File: config.mk
export PLATFORM = sky130hd
export DESIGN_NAME = switch_mcu_alu_exec
export DESIGN_NICKNAME = d
export VERILOG_FILES = /design/src/rtl/switch_mcu_alu_exec.sv
export SDC_FILE = /design/constraint.sdc
export NUM_CORES = 1
export LEC_CHECK = 0
export CORE_UTILIZATION = 45
export DETAILED_ROUTE_END_ITERATION = 12
export PLACE_DENSITY = 0.81
export SKIP_LAST_GASP = 1
export SYNTH_ARGS = -nofsm -noshare
export SYNTH_HDL_FRONTEND = slang
export SYNTH_SLANG_ARGS = --single-unit
File: constraint.sdc
create_clock -name in_clk -period 3.1 [get_ports in_clk]
set_input_delay 0.62 -clock in_clk [delete_from_list [all_inputs] [get_ports in_clk]]
set_output_delay 0.62 -clock in_clk [all_outputs]
set_load 0.05 [all_outputs]
File: src/rtl/switch_mcu_alu_exec.sv
// Multi-cycle integer execution unit for RV32I/RV64I OP and OP-IMM with its own regfile ports.
// Define SWITCH_MCU_ALU_EXEC_FASTSHIFT_EN to replace the iterative shifter with a barrel shifter.
module switch_mcu_alu_exec #(
  parameter int unsigned XLEN       = 32,
  parameter int unsigned SHIFT_STEP = 1
) (
  input  logic            in_clk,
  input  logic            in_rst,
  input  logic            in_start,
  input  logic [3:0]      in_op,
  input  logic            in_use_imm,
  input  logic [11:0]     in_imm,
  input  logic [4:0]      in_rs1,
  input  logic [4:0]      in_rs2,
  input  logic [4:0]      in_rd,
  input  logic [XLEN-1:0] in_rdata_1,
  input  logic [XLEN-1:0] in_rdata_2,
  output logic [4:0]      out_raddr_1,
  output logic            out_ren_1,
  output logic [4:0]      out_raddr_2,
  output logic            out_ren_2,
  output logic [4:0]      out_waddr,
  output logic            out_wen,
  output logic [XLEN-1:0] out_wdata,
  output logic            out_busy,
  output logic            out_done,
  output logic            out_err
);

  localparam int unsigned ShW = $clog2(XLEN);
  // Upper immediate pattern that marks SRAI (imm[10] set, shamt below)
  localparam logic [11:0] SraImm = 12'h400;

  localparam logic [3:0] OpAdd  = 4'd0;
  localparam logic [3:0] OpSub  = 4'd1;
  localparam logic [3:0] OpSll  = 4'd2;
  localparam logic [3:0] OpSlt  = 4'd3;
  localparam logic [3:0] OpSltu = 4'd4;
  localparam logic [3:0] OpXor  = 4'd5;
  localparam logic [3:0] OpSrl  = 4'd6;
  localparam logic [3:0] OpSra  = 4'd7;
  localparam logic [3:0] OpOr   = 4'd8;
  localparam logic [3:0] OpAnd  = 4'd9;

  typedef enum logic [2:0] {StIdle, StRd, StCap, StExec, StWb, StErr} state_e;

  state_e          state_q;
  logic [3:0]      op_q;
  logic            use_imm_q;
  logic [11:0]     imm_q;
  logic [4:0]      rd_q;
  logic [XLEN-1:0] acc_q;
  logic [XLEN-1:0] b_q;
  logic [ShW-1:0]  rem_q;

  logic            start_illegal;
  logic [XLEN-1:0] imm_ext;
  logic [XLEN-1:0] b_sel;
  logic            is_shift;
  logic [XLEN-1:0] alu_res;
  logic [XLEN-1:0] shifted;
  logic [XLEN-1:0] exec_res;
  logic [ShW-1:0]  step;
  logic            shift_last;
  logic            exec_last;

  always_comb begin
    start_illegal = 1'b0;
    if (in_op > OpAnd) begin
      start_illegal = 1'b1;
    end else if (in_use_imm) begin
      case (in_op)
        OpSub:        start_illegal = 1'b1;
        OpSll, OpSrl: start_illegal = (in_imm[11:ShW] != '0);
        OpSra:        start_illegal = (in_imm[11:ShW] != '0) &&
                                      (in_imm[11:ShW] != SraImm[11:ShW]);
        default:      start_illegal = 1'b0;
      endcase
    end
  end

  assign imm_ext  = {{(XLEN-12){imm_q[11]}}, imm_q};
  assign b_sel    = use_imm_q ? imm_ext : in_rdata_2;
  assign is_shift = op_q inside {OpSll, OpSrl, OpSra};

  always_comb begin
    alu_res = '0;
    case (op_q)
      OpAdd:   alu_res = acc_q + b_q;
      OpSub:   alu_res = acc_q - b_q;
      OpSlt:   alu_res = {{(XLEN-1){1'b0}}, $signed(acc_q) < $signed(b_q)};
      OpSltu:  alu_res = {{(XLEN-1){1'b0}}, acc_q < b_q};
      OpXor:   alu_res = acc_q ^ b_q;
      OpOr:    alu_res = acc_q | b_q;
      OpAnd:   alu_res = acc_q & b_q;
      default: alu_res = '0;
    endcase
  end

`ifdef SWITCH_MCU_ALU_EXEC_FASTSHIFT_EN
  assign step       = rem_q;
  assign shift_last = 1'b1;

  always_comb begin
    case (op_q)
      OpSll:   shifted = acc_q << rem_q;
      OpSra:   shifted = $signed(acc_q) >>> rem_q;
      default: shifted = acc_q >> rem_q;
    endcase
  end
`else
  localparam int unsigned   StW     = $clog2(SHIFT_STEP + 1);
  localparam logic [ShW-1:0] StepMax = ShW'(SHIFT_STEP);

  logic [StW-1:0] step_n;

  // Only the narrow step amount reaches the shifter, keeping it a small mux per bit.
  assign step       = (rem_q > StepMax) ? StepMax : rem_q;
  assign step_n     = step[StW-1:0];
  assign shift_last = (rem_q <= StepMax);

  always_comb begin
    case (op_q)
      OpSll:   shifted = acc_q << step_n;
      OpSra:   shifted = $signed(acc_q) >>> step_n;
      default: shifted = acc_q >> step_n;
    endcase
  end
`endif

  assign exec_res  = is_shift ? shifted : alu_res;
  assign exec_last = !is_shift || shift_last;

  always_ff @(posedge in_clk) begin
    if (in_rst) begin
      state_q     <= StIdle;
      op_q        <= '0;
      use_imm_q   <= 1'b0;
      imm_q       <= '0;
      rd_q        <= '0;
      acc_q       <= '0;
      b_q         <= '0;
      rem_q       <= '0;
      out_raddr_1 <= '0;
      out_ren_1   <= 1'b0;
      out_raddr_2 <= '0;
      out_ren_2   <= 1'b0;
      out_waddr   <= '0;
      out_wen     <= 1'b0;
      out_wdata   <= '0;
      out_busy    <= 1'b0;
      out_done    <= 1'b0;
      out_err     <= 1'b0;
    end else begin
      out_ren_1 <= 1'b0;
      out_ren_2 <= 1'b0;
      out_wen   <= 1'b0;
      out_done  <= 1'b0;
      out_err   <= 1'b0;
      unique case (state_q)
        StIdle: begin
          if (in_start) begin
            op_q      <= in_op;
            use_imm_q <= in_use_imm;
            imm_q     <= in_imm;
            rd_q      <= in_rd;
            out_busy  <= 1'b1;
            if (start_illegal) begin
              state_q  <= StErr;
              out_done <= 1'b1;
              out_err  <= 1'b1;
            end else begin
              state_q     <= StRd;
              out_ren_1   <= 1'b1;
              out_raddr_1 <= in_rs1;
              out_ren_2   <= !in_use_imm;
              out_raddr_2 <= in_use_imm ? 5'd0 : in_rs2;
            end
          end
        end
        StRd: begin
          state_q     <= StCap;
          out_raddr_1 <= '0;
          out_raddr_2 <= '0;
        end
        StCap: begin
          state_q <= StExec;
          acc_q   <= in_rdata_1;
          b_q     <= b_sel;
          rem_q   <= b_sel[ShW-1:0];
        end
        StExec: begin
          acc_q <= shifted;
          rem_q <= rem_q - step;
          if (exec_last) begin
            state_q   <= StWb;
            out_wdata <= exec_res;
            out_waddr <= rd_q;
            out_wen   <= (rd_q != 5'd0);
            out_done  <= 1'b1;
          end
        end
        StWb: begin
          state_q   <= StIdle;
          out_busy  <= 1'b0;
          out_waddr <= '0;
          out_wdata <= '0;
        end
        StErr: begin
          state_q  <= StIdle;
          out_busy <= 1'b0;
        end
        default: begin
          state_q  <= StIdle;
          out_busy <= 1'b0;
        end
      endcase
    end
  end

endmodule
==> flow_summary.yaml, run 1 <==
run_status:
  status: "completed"
clocking:
  hold_buffers: 0
  clk_pin_slew_ps: 70
  clockBufferDepth: 2
  cts_tree: "done"
  htreeDepth: 4
  cts_buffers: 17
  clkLatencyLatePin_ps: 450
  clockRootBuffer: "clkbuf_16"
  clock-sinks: 147
routing:
  antenna_left: 0
  first_iter_violations: 1109
  wl_met1_um: 18770
  routed-via-count: 12620
  drc: 0
  wl_met3_um: 3223
  routed.top_layer: "met4"
  drt-total-wl_um: 41900
  wl_met2_um: 18710
  drtPass1Iterations: 6
  via_per_inst: 5.901
  wl_per_cell_um: 19.59
global_route:
  grt_max_degree: 84
  antenna_found_initial: 0
  gr-total-overflow: 0
  grt_pass1_vias: 12090
  grt_pass1_wl_um: 65860
  gr-usage-all-layers: 0.3188
synthesis:
  synth_warnings: 0
  ys.flop_type: "dfxtp_1"
  ys_seq_elements: 147
  synth_xor_xnor_area_share: 0.02061
  synth_area_leaders: "dfxtp_1 26%, ha_1 11%, a21oi_1 7.9%"
  yosysTopAreaCellShare: 0.2565
  ys_types: 73
  synth_top_family_by_area: "compound AO/OA/AOI/OAI gates"
  synth_top_cell_by_area: "dfxtp_1"
  synthAdderAreaFrac: 0.1169
  synthMuxAreaShare: 0.07218
  avgSynthCellArea_um2: 7.384
  synth-edff-count: 0
  synth_compound_area_frac: 0.2960
  syn_area_mm2: 0.01147
  async_flop_share: 0
  seq_area_frac_synth: 0.2565
  synth-simple-area-share: 0.1604
  syn_inst: 1554
  synthesis.nets: 1759
  synth_common_cells: "182 x a21oi_1, 180 x nor2_1, 147 x dfxtp_1"
  yosysMostFrequentCell: "a21oi_1"
layout:
  syn_to_final_growth_pct: 33.56
  final_cell_count_no_fill: 2139
  drive_gt1_frac: 0.1708
  fillers: 2266
  n_antenna_cell: 0
  layout.nets: 2001
setup_path:
  path_class: "reg -> reg"
  slowest_delay_ps: 410
  worstPathArrival_ps: 3380
  end_kind: "flip-flop"
  cp.required_ps: 3440
  setup.worst_path.start_class: "flip-flop"
  r2r_end: "out_wdata[28]$_SDFFE_PP0P_"
  cp_top_family: "compound AO/OA/AOI/OAI gates"
  reg2reg_slack_ps: 70
  r2r-start: "acc_q[0]$_SDFFE_PP0P_"
  cpMaxStageDelayCell: "or3b_1"
  r2r_cells: 15
  crit_buf_inv: 4
  critical_path_peak_fanout: 3
  crit_chain: "buf_6 > inv_4 > ha_4 > inv_2 > fa_2 > nor3b_2 > o311ai_1 > buf_4 > a21oi_4 > nor3_4 > a2111oi_4 > or3b_1 > xnor2_1 > a21oi_1 > a221oi_1"
timing:
  setup_violations: 0
  finClkSkew_ps: 17.59
  hold_violations: 0
  grt_setup_unrepaired: "yes"
  max_slew_margin: 0.3625
  max_freq_ghz: 0.3299
  hold_slack_ps: 451.8
  period_share: 0.9778
  maxSlewViolCount: 0
  final.min_clock_period_ps: 3031
  worst-slew-pin-transition_ps: 954.0
die:
  io_pins: 152
  die-width_um: 161.7
  die_area_mm2: 0.02614
  placeableCoreArea_mm2: 0.02511
  initial_utilization: 0.4570
  dieHeight_um: 161.7
  num_rows: 58
hold_path:
  hp-start: "imm_q[11]$_SDFFE_PP0P_"
  holdPathStages: 2
  hold_class: "reg -> reg"
  hold_end: "imm_q[11]$_SDFFE_PP0P_"
pwr:
  power_density_mw_per_mm2: 513.9
  p_leak_nw: 5.953
  ir_drop_mv: 0.3202
place:
  portBuffers: 151
  dp.cells: 2097
  routabilityCongestion: 0.9752
  dp_hpwl_um: 30600
job:
  maxCapViolCount: 0
==> report_power, final <==
group | switching, mW | internal (mW)
registers | 0.133 | 2.03
clock network | 1.05 | 1.24
logic | 1.96 | 1.47
total | 3.14 | 4.74
==> worst max path at each step <==
| stage | slack (ps) | cells after the start | endpoint | startpoint |
|---|---|---|---|---|
| 3_5_place_dp | -200 | 12 | out_wdata[30]$_SDFFE_PP0P_ | acc_q[7]$_SDFFE_PP0P_ |
| 5_1_grt | -60 | 15 | out_wdata[28]$_SDFFE_PP0P_ | acc_q[0]$_SDFFE_PP0P_ |
| 3_3_place_gp | -160 | 12 | out_wdata[30]$_SDFFE_PP0P_ | acc_q[7]$_SDFFE_PP0P_ |
| 6_report | 70 | 15 | out_wdata[28]$_SDFFE_PP0P_ | acc_q[0]$_SDFFE_PP0P_ |
| 2_1_floorplan | 40 | 13 | out_wdata[30]$_SDFFE_PP0P_ | acc_q[13]$_SDFFE_PP0P_ |
| 4_1_cts | -40 | 14 | out_wdata[30]$_SDFFE_PP0P_ | b_q[7]$_SDFFE_PP0P_ |
==> layout make-up <==
type / instances / area (µm²) / share of cell area
multi-input combinational: 1176 / 7963 / 0.5196
sequential: 147 / 2957 / 0.1929
tap: 330 / 412.9 / 0.02694
inverter: 117 / 445.4 / 0.02906
clock inverter: 15 / 206.4 / 0.01347
timing repair buffer: 337 / 2917 / 0.1903
clock buffer: 17 / 425.4 / 0.02776
==> cell usage in the layout, fill, tap and decap left out, types with 22 or more instances in the layout <==
cell,n
mux2i_1,67
a21oi_1,179
o21ai_0,93
clkdlybuf4s50_1,150
xnor2_1,24
nor3_1,24
a211oi_1,69
nand2_1,136
nand3_1,22
buf_4,184
inv_1,107
ha_1,96
dfxtp_1,136
nor2_1,177
==> stage by stage <==
stage / power (mW) / utilization / worst slack, ps / setup TNS [ps] / cell area, µm²
floorplan: 4.111 / - / 35.63 / 0 / 11480
global placement: 5.329 / 0.5699 / -162.6 / -250.1 / 14310
detailed placement: 5.368 / 0.5699 / -202.5 / -424.9 / 14310
CTS: 7.704 / 0.6005 / -39.02 / -54.05 / 15080
global route: 8.267 / 0.6104 / -56.09 / -280.8 / 15330
finish: 7.875 / 0.6104 / 68.91 / 0 / 15330
==> per-layer routing <==
metal | track usage | vias up
li1 | - | 6030
met1 | 0.4364 | 5962
met2 | 0.5024 | 544
met3 | 0.05669 | 86
met4 | 0.1111 | 0
met5 | 0 | -
==> cell families after synthesis <==
| kind of cell | count (synthesis) |
|---|---|
| fa+ha+maj | 106 |
| simple gates | 427 |
| flops | 147 |
| compound gates | 535 |
| buf+inv | 231 |
| xor+xnor | 27 |
| mux | 81 |
==> sequential cells by signal (all words and copies together) (netlist names), 5 cells and up <==
| name | count |
|---|---|
| out_wdata | 32 |
| imm_q | 12 |
| out_raddr_2 | 5 |
| rd_q | 5 |
| out_raddr_1 | 5 |
| acc_q | 32 |
| b_q | 32 |
| out_waddr | 5 |
| rem_q | 5 |
==> worst reg2reg max path, delay by kind of cell (launching register included) <==
kind                       cells  cell delay, ps
AOI/OAI and AO/OA              5             780
buffers and inverters          4             400
xor gates and xnor gates       1             180
DFF                            1             330
and+or+nand+nor                3             760
adders and majority gates      2             500
==> repair_timing <==
action | in CTS | in global routing
setup buffers | 7 | 4
cloned | 0 | 0
pin swaps | 14 | 25
resized for setup | 19 | 58
setup endpoints to repair | 7 | 19
Note: power is estimated with default switching activity, not from simulation.
==> inputs of run 2 (changes only) <==
- SLEW_MARGIN: default -> 10
==> results of run 2 <==
Same layout as run 1: the final DEF is identical, and so are final timing and power.
==> inputs of run 3 (changes only) <==
- PLACE_DENSITY: 0.81 -> 0.76
==> flow_summary.yaml, run 3 (same netlist as run 1, synthesis figures left out) <==
run_status:
  status: "complete, but fails checks"
  violations: "negative setup slack"
layout:
  syn_to_final_growth_pct: 34.38
  final_common_cell: "a21oi_1"
  final_util: 0.6141
  stdcell_area_mm2: 0.01542
  mostFrequentLayoutCells: "178 x a21oi_1, 175 x nor2_1, 175 x buf_4"
  regArea_mm2: 0.002957
  multi_input_area_mm2: 0.008060
  drive_gt1_frac: 0.1742
  fillers: 2290
  reg.largest.list: "acc_q (32), b_q (32), out_wdata (32)"
  layout.nets: 1995
  n_antenna_cell: 0
setup_path:
  r2r_end: "out_wdata[30]$_SDFFE_PP0P_"
  cp.required_ps: 3410
  reg2reg_slack_ps: -10
  r2r_cells: 12
  setup.worst_path.start_class: "flip-flop"
  path_class: "reg -> reg"
  r2r-start: "b_q[12]$_SDFFE_PP0P_"
  critical_path_peak_fanout: 4
  end_kind: "flip-flop"
  worstPathArrival_ps: 3430
die:
  die_area_mm2: 0.02614
  die-width_um: 161.7
  dieHeight_um: 161.7
  initial_utilization: 0.4570
  placeableCoreArea_mm2: 0.02511
  io_pins: 152
  num_rows: 58
timing:
  hold_slack_ps: 455.8
  hold_violations: 0
  max_slew_margin: 0.3342
  max_freq_ghz: 0.3212
  period_share: 1.004
  grt_setup_unrepaired: "yes"
  finClkSkew_ps: 14.04
  final.min_clock_period_ps: 3113
  setup_violations: 1
  setup_slack_ps: -13.18
  maxSlewViolCount: 0
  worst-slew-pin-transition_ps: 995.0
  setup_tns_ps: -13.18
global_route:
  grt_pass1_vias: 12020
  gr-total-overflow: 0
  grt_pass1_wl_um: 66380
  antenna_found_initial: 0
  grt_max_degree: 78
  gr-usage-all-layers: 0.3240
clocking:
  clockBufferDepth: 2
  cts_buffers: 17
  clockRootBuffer: "clkbuf_16"
  clk_pin_slew_ps: 70
  clock-sinks: 147
  htreeDepth: 4
  hold_buffers: 0
  cts_tree: "done"
  clkLatencyLatePin_ps: 440
pwr:
  ir_drop_mv: 0.3685
  power_density_mw_per_mm2: 512.0
  clock_power_share: 0.287
  p_int_mw: 4.686
  power_switching_mw: 3.210
  seqPwrFrac: 0.274
  combinationalPowerShare: 0.439
  p_leak_nw: 5.936
  swShare: 0.4066
place:
  dpl-instance-area_mm2: 0.01433
  dp_slack_ps: -242.5
  dp_hpwl_um: 31230
  portBuffers: 151
  routabilityCongestion: 0.9687
routing:
  wl_per_cell_um: 20.17
  drc: 0
  routed-via-count: 12630
  drt-total-wl_um: 43030
  drtPass1Iterations: 6
  via_per_inst: 5.920
  antenna_left: 0
  first_iter_violations: 977
hold_path:
  holdPathStages: 2
  hold_end: "out_wdata[8]$_SDFFE_PP0P_"
  hold_class: "reg -> reg"
  hp-start: "out_wdata[8]$_SDFFE_PP0P_"
job:
  maxCapViolCount: 0
run 3: cell types whose count changed in the layout (fill, tap and decap cells not counted), sizes merged:
cell / change
inv: -1
clkinvlp: -1
bufinv: -1
clkinv: +3
buf: -6
run 3: worst max path at each step:
stage,endpoint,depth (start not counted),startpoint,slack [ps]
finish,out_wdata[30]$_SDFFE_PP0P_,12,b_q[12]$_SDFFE_PP0P_,-10
detailed placement,out_wdata[30]$_SDFFE_PP0P_,12,acc_q[0]$_SDFFE_PP0P_,-240
global placement,out_wdata[30]$_SDFFE_PP0P_,12,acc_q[0]$_SDFFE_PP0P_,-110
floorplan,out_wdata[30]$_SDFFE_PP0P_,13,acc_q[13]$_SDFFE_PP0P_,40
CTS,out_wdata[30]$_SDFFE_PP0P_,12,b_q[10]$_SDFFE_PP0P_,-50
global route,out_wdata[30]$_SDFFE_PP0P_,12,b_q[12]$_SDFFE_PP0P_,-150
run 3: through the flow:
step                      total power [mW]  std cells
after floorplan                      4.111       1554
after global placement               5.329       2093
after detailed placement             5.371       2093
after CTS                            7.674       2131
after global routing                 8.269       2133
final                                7.895       2133
run 3: layout make-up:
type	instances	area share
Multi-Input combinational cell	1176	0.5227
Timing Repair Buffer	331	0.1892
Clock buffer	17	0.02759
Clock inverter	15	0.01347
Tap cell	330	0.02678
Sequential cell	147	0.1917
Inverter	117	0.02848
run 3: what timing repair did:
item                                   CTS  global route
resized for setup                       20            71
buffers inserted                         6             2
setup endpoints to repair               12            24
pin swaps                                4            20
endpoints found under the hold margin    0             0
run 3: critical path, stage by stage (launching register included):
cell	delay [ps]
dfxtp_2	320
inv_1	110
ha_4	230
or4_4	520
or3_4	410
a21oi_4	160
nor3_4	80
a2111oi_4	450
o22ai_2	140
xor2_1	160
a21o_1	190
a211oi_2	140
o21ai_1	80
run 3: metal layers:
layer / vias up / global-route usage / share of wire
li1: 5989 / - / -
met1: 6007 / 0.4378 / 0.44
met2: 550 / 0.5214 / 0.46
met3: 81 / 0.05950 / 0.084
met4: 0 / 0.1008 / 0.022
met5: - / 0 / 0
run 3: power groups by stage:
stage / Combinational (mW) / Sequential (mW) / Clock, mW
after floorplan: 1.86 / 2.25 / 0
after global placement: 3.14 / 2.19 / 0
after detailed placement: 3.18 / 2.20 / 0
after CTS: 3.24 / 2.15 / 2.28
after global routing: 3.75 / 2.18 / 2.34
final: 3.47 / 2.16 / 2.26
